--- config.mk ---
export PLATFORM = sky130hd
export DESIGN_NAME = if_id_fetch_buffer
export DESIGN_NICKNAME = d
export VERILOG_FILES = /design/src/rtl/if_id_fetch_buffer.sv
export SDC_FILE = /design/constraint.sdc
export NUM_CORES = 1
export LEC_CHECK = 0
export CAP_MARGIN = 25
export CELL_PAD_IN_SITES_DETAIL_PLACEMENT = 0
export CELL_PAD_IN_SITES_GLOBAL_PLACEMENT = 1
export CORE_MARGIN = 5
export CORE_UTILIZATION = 32
export CTS_BUF_LIST = sky130_fd_sc_hd__clkbuf_2 sky130_fd_sc_hd__clkbuf_4 sky130_fd_sc_hd__clkbuf_8
export DETAILED_ROUTE_END_ITERATION = 7
export PLACE_DENSITY_LB_ADDON = 0.15
export SLEW_MARGIN = 20
export SYNTH_ARGS = -nofsm -noshare
export SYNTH_HDL_FRONTEND = slang
export SYNTH_SLANG_ARGS = --single-unit
--- constraint.sdc ---
create_clock -name clk -period 1.8 [get_ports clk]
set_clock_uncertainty 0.2 [all_clocks]
set_input_delay 0.36 -clock clk [delete_from_list [all_inputs] [get_ports clk]]
set_output_delay 0.36 -clock clk [all_outputs]
set_load 0.01 [all_outputs]
--- src/rtl/if_id_fetch_buffer.sv ---
// ---------------------------------------------------------------------------
// if_id_fetch_buffer
//
// IF/ID pipeline boundary register. Captures the IF PC and its branch
// prediction flag into the ID stage. It also presents the instruction word
// that the synchronous instruction RAM returns for that PC, which arrives
// one cycle after the address was issued.
//
// The RAM output has already moved on by the time IF is stalled. The stage
// therefore keeps a private copy of the ID instruction for the second and
// later cycles of a stall. Flushes and resets put a NOP bubble in the slot.
// Two saturating counters record stall and flush cycles for performance
// debugging.
//
// Ports
//   clk                     in   clock
//   rst_n                   in   asynchronous active-low reset
//   stall_id_i              in   hold ID contents at the end of this cycle
//   clear_id_i              in   flush ID to a bubble at end of cycle (beats stall)
//   pc_if_i                 in   PC currently in IF (RAM address this cycle)
//   branch_prediction_if_i  in   IF predicted taken for pc_if_i
//   instr_rdata_i           in   RAM data for the address of the previous cycle
//   pc_id_o                 out  PC of the instruction in ID
//   branch_prediction_id_o  out  prediction flag travelling with pc_id_o
//   instr_id_o              out  instruction in ID (NOP_INSTR when slot invalid)
//   valid_id_o              out  ID slot holds a real instruction
//   stall_cnt_o             out  saturating count of stall-without-clear cycles
//   flush_cnt_o             out  saturating count of clear cycles
// ---------------------------------------------------------------------------
module if_id_fetch_buffer #(
  parameter logic [31:0] NOP_INSTR = 32'h0000_0013,
  parameter int unsigned CNT_WIDTH = 16
) (
  input  logic                 clk,
  input  logic                 rst_n,
  input  logic                 stall_id_i,
  input  logic                 clear_id_i,
  input  logic [31:0]          pc_if_i,
  input  logic                 branch_prediction_if_i,
  input  logic [31:0]          instr_rdata_i,
  output logic [31:0]          pc_id_o,
  output logic                 branch_prediction_id_o,
  output logic [31:0]          instr_id_o,
  output logic                 valid_id_o,
  output logic [CNT_WIDTH-1:0] stall_cnt_o,
  output logic [CNT_WIDTH-1:0] flush_cnt_o
);

  localparam logic [CNT_WIDTH-1:0] CNT_MAX = '1;
  localparam logic [CNT_WIDTH-1:0] CNT_ONE = {{(CNT_WIDTH-1){1'b0}}, 1'b1};

  logic        hold_active;
  logic [31:0] hold_reg;

  // During the first stall cycle, hold_active is still 0, so the live RAM
  // word is shown and captured. Later stall cycles, and the first cycle
  // after release, read the captured copy.
  always_comb begin
    instr_id_o = instr_rdata_i;
    if (!valid_id_o) begin
      instr_id_o = NOP_INSTR;
    end else if (hold_active) begin
      instr_id_o = hold_reg;
    end
  end

  // Pipeline state. Priority order is clear, then stall, then advance.
  // On a stall, the stage recaptures whatever it is currently showing. This
  // keeps the held word stable for a stall of any length.
  always_ff @(posedge clk or negedge rst_n) begin
    if (!rst_n) begin
      pc_id_o                <= 32'h0;
      branch_prediction_id_o <= 1'b0;
      valid_id_o             <= 1'b0;
      hold_active            <= 1'b0;
      hold_reg               <= NOP_INSTR;
    end else if (clear_id_i) begin
      pc_id_o                <= 32'h0;
      branch_prediction_id_o <= 1'b0;
      valid_id_o             <= 1'b0;
      hold_active            <= 1'b0;
    end else if (stall_id_i) begin
      hold_reg               <= instr_id_o;
      hold_active            <= 1'b1;
    end else begin
      pc_id_o                <= pc_if_i;
      branch_prediction_id_o <= branch_prediction_if_i;
      valid_id_o             <= 1'b1;
      hold_active            <= 1'b0;
    end
  end

  // Performance counters. They stick at all-ones instead of wrapping, and
  // only reset clears them. A stall that coincides with a clear counts as a
  // flush only.
  always_ff @(posedge clk or negedge rst_n) begin
    if (!rst_n) begin
      stall_cnt_o <= '0;
      flush_cnt_o <= '0;
    end else if (clear_id_i) begin
      if (flush_cnt_o != CNT_MAX) begin
        flush_cnt_o <= flush_cnt_o + CNT_ONE;
      end
    end else if (stall_id_i) begin
      if (stall_cnt_o != CNT_MAX) begin
        stall_cnt_o <= stall_cnt_o + CNT_ONE;
      end
    end
  end

endmodule
==> results.sh <==
export IMPL_finalCritPeriodShare_pct=117
export IMPL_required_ps=1240
export IMPL_slew_headroom_pct=62.2
export IMPL_syn_avg_cell_area_um2=11.7
export IMPL_cp_arrival_ps=1550
export IMPL_synth_top_area_share_pct=51.9
export IMPL_syn_area_um2=4620
export IMPL_grt_pass1_vias=4077
export IMPL_ys_types=39
export IMPL_vdd_ir_drop_max_v=0.000668
export IMPL_grt_total_usage_pct=15.3
export IMPL_diodes=0
export IMPL_maxCapViolations=0
export IMPL_dr_pass1_iters=4
export IMPL_core_area_um2=14400
export IMPL_report_final_slew_viol_count=0
export IMPL_max_clock_path_buffers=2
export IMPL_setup_viol=33
export IMPL_multiInputGateArea_um2=2160
export IMPL_layout_drive_gt1_share_pct=32.2
export IMPL_gp_congestion=0.771
export IMPL_cts_made_buffers=9
export IMPL_worstSkewPairLatency_ps=380
export IMPL_row_count=44
export IMPL_status="finished with violations"
export IMPL_pre_cts_ws_ps=-386
export IMPL_hold_path_class="input port to async pin"
export IMPL_area_growth_pct=60.6
export IMPL_hpwl_um=9200
export IMPL_p_per_area_nw_per_um2=846
export IMPL_synth_warnings=0
export IMPL_cts_reportedPaths_clkPinSlew_ps=100
export IMPL_met2_usage_pct=24.3
export IMPL_max_clock_freq_mhz=475
export IMPL_reg2reg_from="flush_cnt_o[0]"
export IMPL_ff_latch_area_um2=2480
export IMPL_ant_nets=0
export IMPL_fin_ws_ps=-306
export IMPL_place_area_um2=6940
export IMPL_crit_path_start="hold_active"
export IMPL_die_h_um=130
export IMPL_start_util_pct=32.2
export IMPL_synth_seq_cells=99
export IMPL_grt_pass1_wl_um=20500
export IMPL_vias=3907
export IMPL_die_w_um=130
export IMPL_path_class="flop to primary output"
export IMPL_rsz0062_at_grt="true"
export IMPL_finalHoldViolCount=0
export IMPL_synthArstFlopShare_pct=100
export IMPL_ys_flop_type="dfrtp_1"
export IMPL_synthTopCellsByArea="dfrtp_1, mux2i_1, mux2_2, nor2_1, xor2_1"
export IMPL_wl_per_cell_um=15.6
export IMPL_grt_max_degree=54
export IMPL_globalRouteMet1Util_pct=19.7
export IMPL_finalCriticalPeriod_ps=2110
export IMPL_tightest_slew_ps=567
export IMPL_final_cells=836
export IMPL_synth_edf_count=0
export IMPL_met3_usage_pct=4.95
export IMPL_violations="negative setup slack"
export IMPL_busiest_layer="met2"
export IMPL_die_area_um2=17000
export IMPL_syn_instance_count=396
export IMPL_antenna_found_initial=0
export IMPL_drt_wl_total_um=13000
export IMPL_io_buffers=166
export IMPL_syn_nets=467
export IMPL_cts_root_buf="clkbuf_8"
export IMPL_n_fill_cell=1291
export IMPL_clock_sinks=99
export IMPL_dp_cells=786
export IMPL_htree_num_levels=3
export IMPL_critical_path_max_fanout=6
export IMPL_ios=167
export IMPL_nets=718
export IMPL_stdcell_area_um2=7430
export IMPL_yosysSeqAreaShare_pct=53.7
export IMPL_dr_first_iter_drc_count=153
export IMPL_grt_remaining_overflow=0
export IMPL_tritoncts="done"
export IMPL_p_leak_nw=3.73
export IMPL_drc_errors=0
export IMPL_worst_setup_path_start_kind="flop"
export IMPL_drt_vias_per_instance=4.67
export IMPL_crit_path_end_kind="primary output"
export IMPL_synth_area_leader_cell="dfrtp_1"
==> cell type report <==
| class | count | share of cell area [%] |
|---|---|---|
| flip-flops and latches | 99 | 33.4 |
| repair buffers | 261 | 30.8 |
| multi-input cells | 273 | 29.1 |
| well taps | 184 | 3.10 |
| clock buffers | 9 | 1.67 |
| clock inverters | 7 | 1.67 |
| inverters | 3 | 0.202 |
==> worst paths after layout <==
| path | endpoint | slack [ps] | cells after the start |
|---|---|---|---|
| hold / removal | hold_reg[17] | 300 | 3 |
| setup / recovery | instr_id_o[10] | -310 | 5 |
| hold reg to reg | hold_reg[4] | 300 | 2 |
| setup reg to reg | flush_cnt_o[13] | -10 | 5 |
| max in group asynchronous | hold_reg[4] | 760 | 3 |
| min in group clk | hold_reg[4] | 310 | 2 |
==> through the flow <==
stage | util (%) | TNS (ps) | hold slack (ps) | total power [mW]
global route | 51.7 | -10790 | 327 | 6.62
global placement | 48.3 | -25830 | 186 | 4.52
floorplan | - | -98.7 | -136 | 3.41
CTS | 50.1 | -8950 | 299 | 6.28
detailed placement | 48.3 | -28140 | 187 | 4.55
finish | 51.7 | -7830 | 305 | 6.29
==> Yosys cell counts, types with 5 or more instances <==
cell and number:
a31oi_1 6, and4_1 5, buf_2 11, clkbuf_1 7, dfrtp_1 96, mux2_2 31, mux2i_1 65, nand2_1 15
nand3_1 14, nand4_1 6, nor2_1 71, nor3_1 5, xnor2_1 10, xor2_1 15
==> layout by cell type, fill, tap and decap left out, types with 15 or more instances in the layout <==
cell	instances
dfrtp_1	94
buf_4	78
nor2_1	70
clkdlybuf4s50_1	66
mux2i_1	61
dlygate4sd2_1	47
buf_2	32
mux2_2	31
clkdlybuf4s15_1	19
xor2_1	15
==> what timing repair did <==
action                                  in CTS  in global routing
endpoints found under the setup margin     104                 94
endpoints found under the hold margin       96                  0
cloned                                       0                  1
setup buffers                               22                 11
resized for setup                          214                 39
pin swaps                                   21                 32
hold buffers                                 1                  0
==> layer usage <==
layer / routed length, um / vias up
met5: 0 / -
met3: 1110 / 12
met4: 177 / 0
met1: 5700 / 1888
met2: 6020 / 121
li1: - / 1886
==> critical path, stage by stage (launching register included) <==
cell and delay [ps]:
dfrtp_2 450, buf_12 150, clkbuf_16 150, mux2i_1 110, nor2_1 150, buf_2 160
==> logic make-up (layout without fill, tap and decap cells) <==
family	after synthesis	count (layout)	share of synthesized area, %
xor+xnor	25	25	4.73
mux	98	98	22.2
simple gates	131	131	13.7
fa+ha+maj	2	2	0.541
buf+inv	24	280	2.33
compound gates	17	17	2.87
flops	99	99	53.7
==> where the power goes <==
part           switching, mW  internal, mW
registers              0.140          2.49
clock network          0.858         0.936
logic                  0.842          1.02
total                   1.84          4.45
No activity file was read; power rests on OpenSTA's default activity.
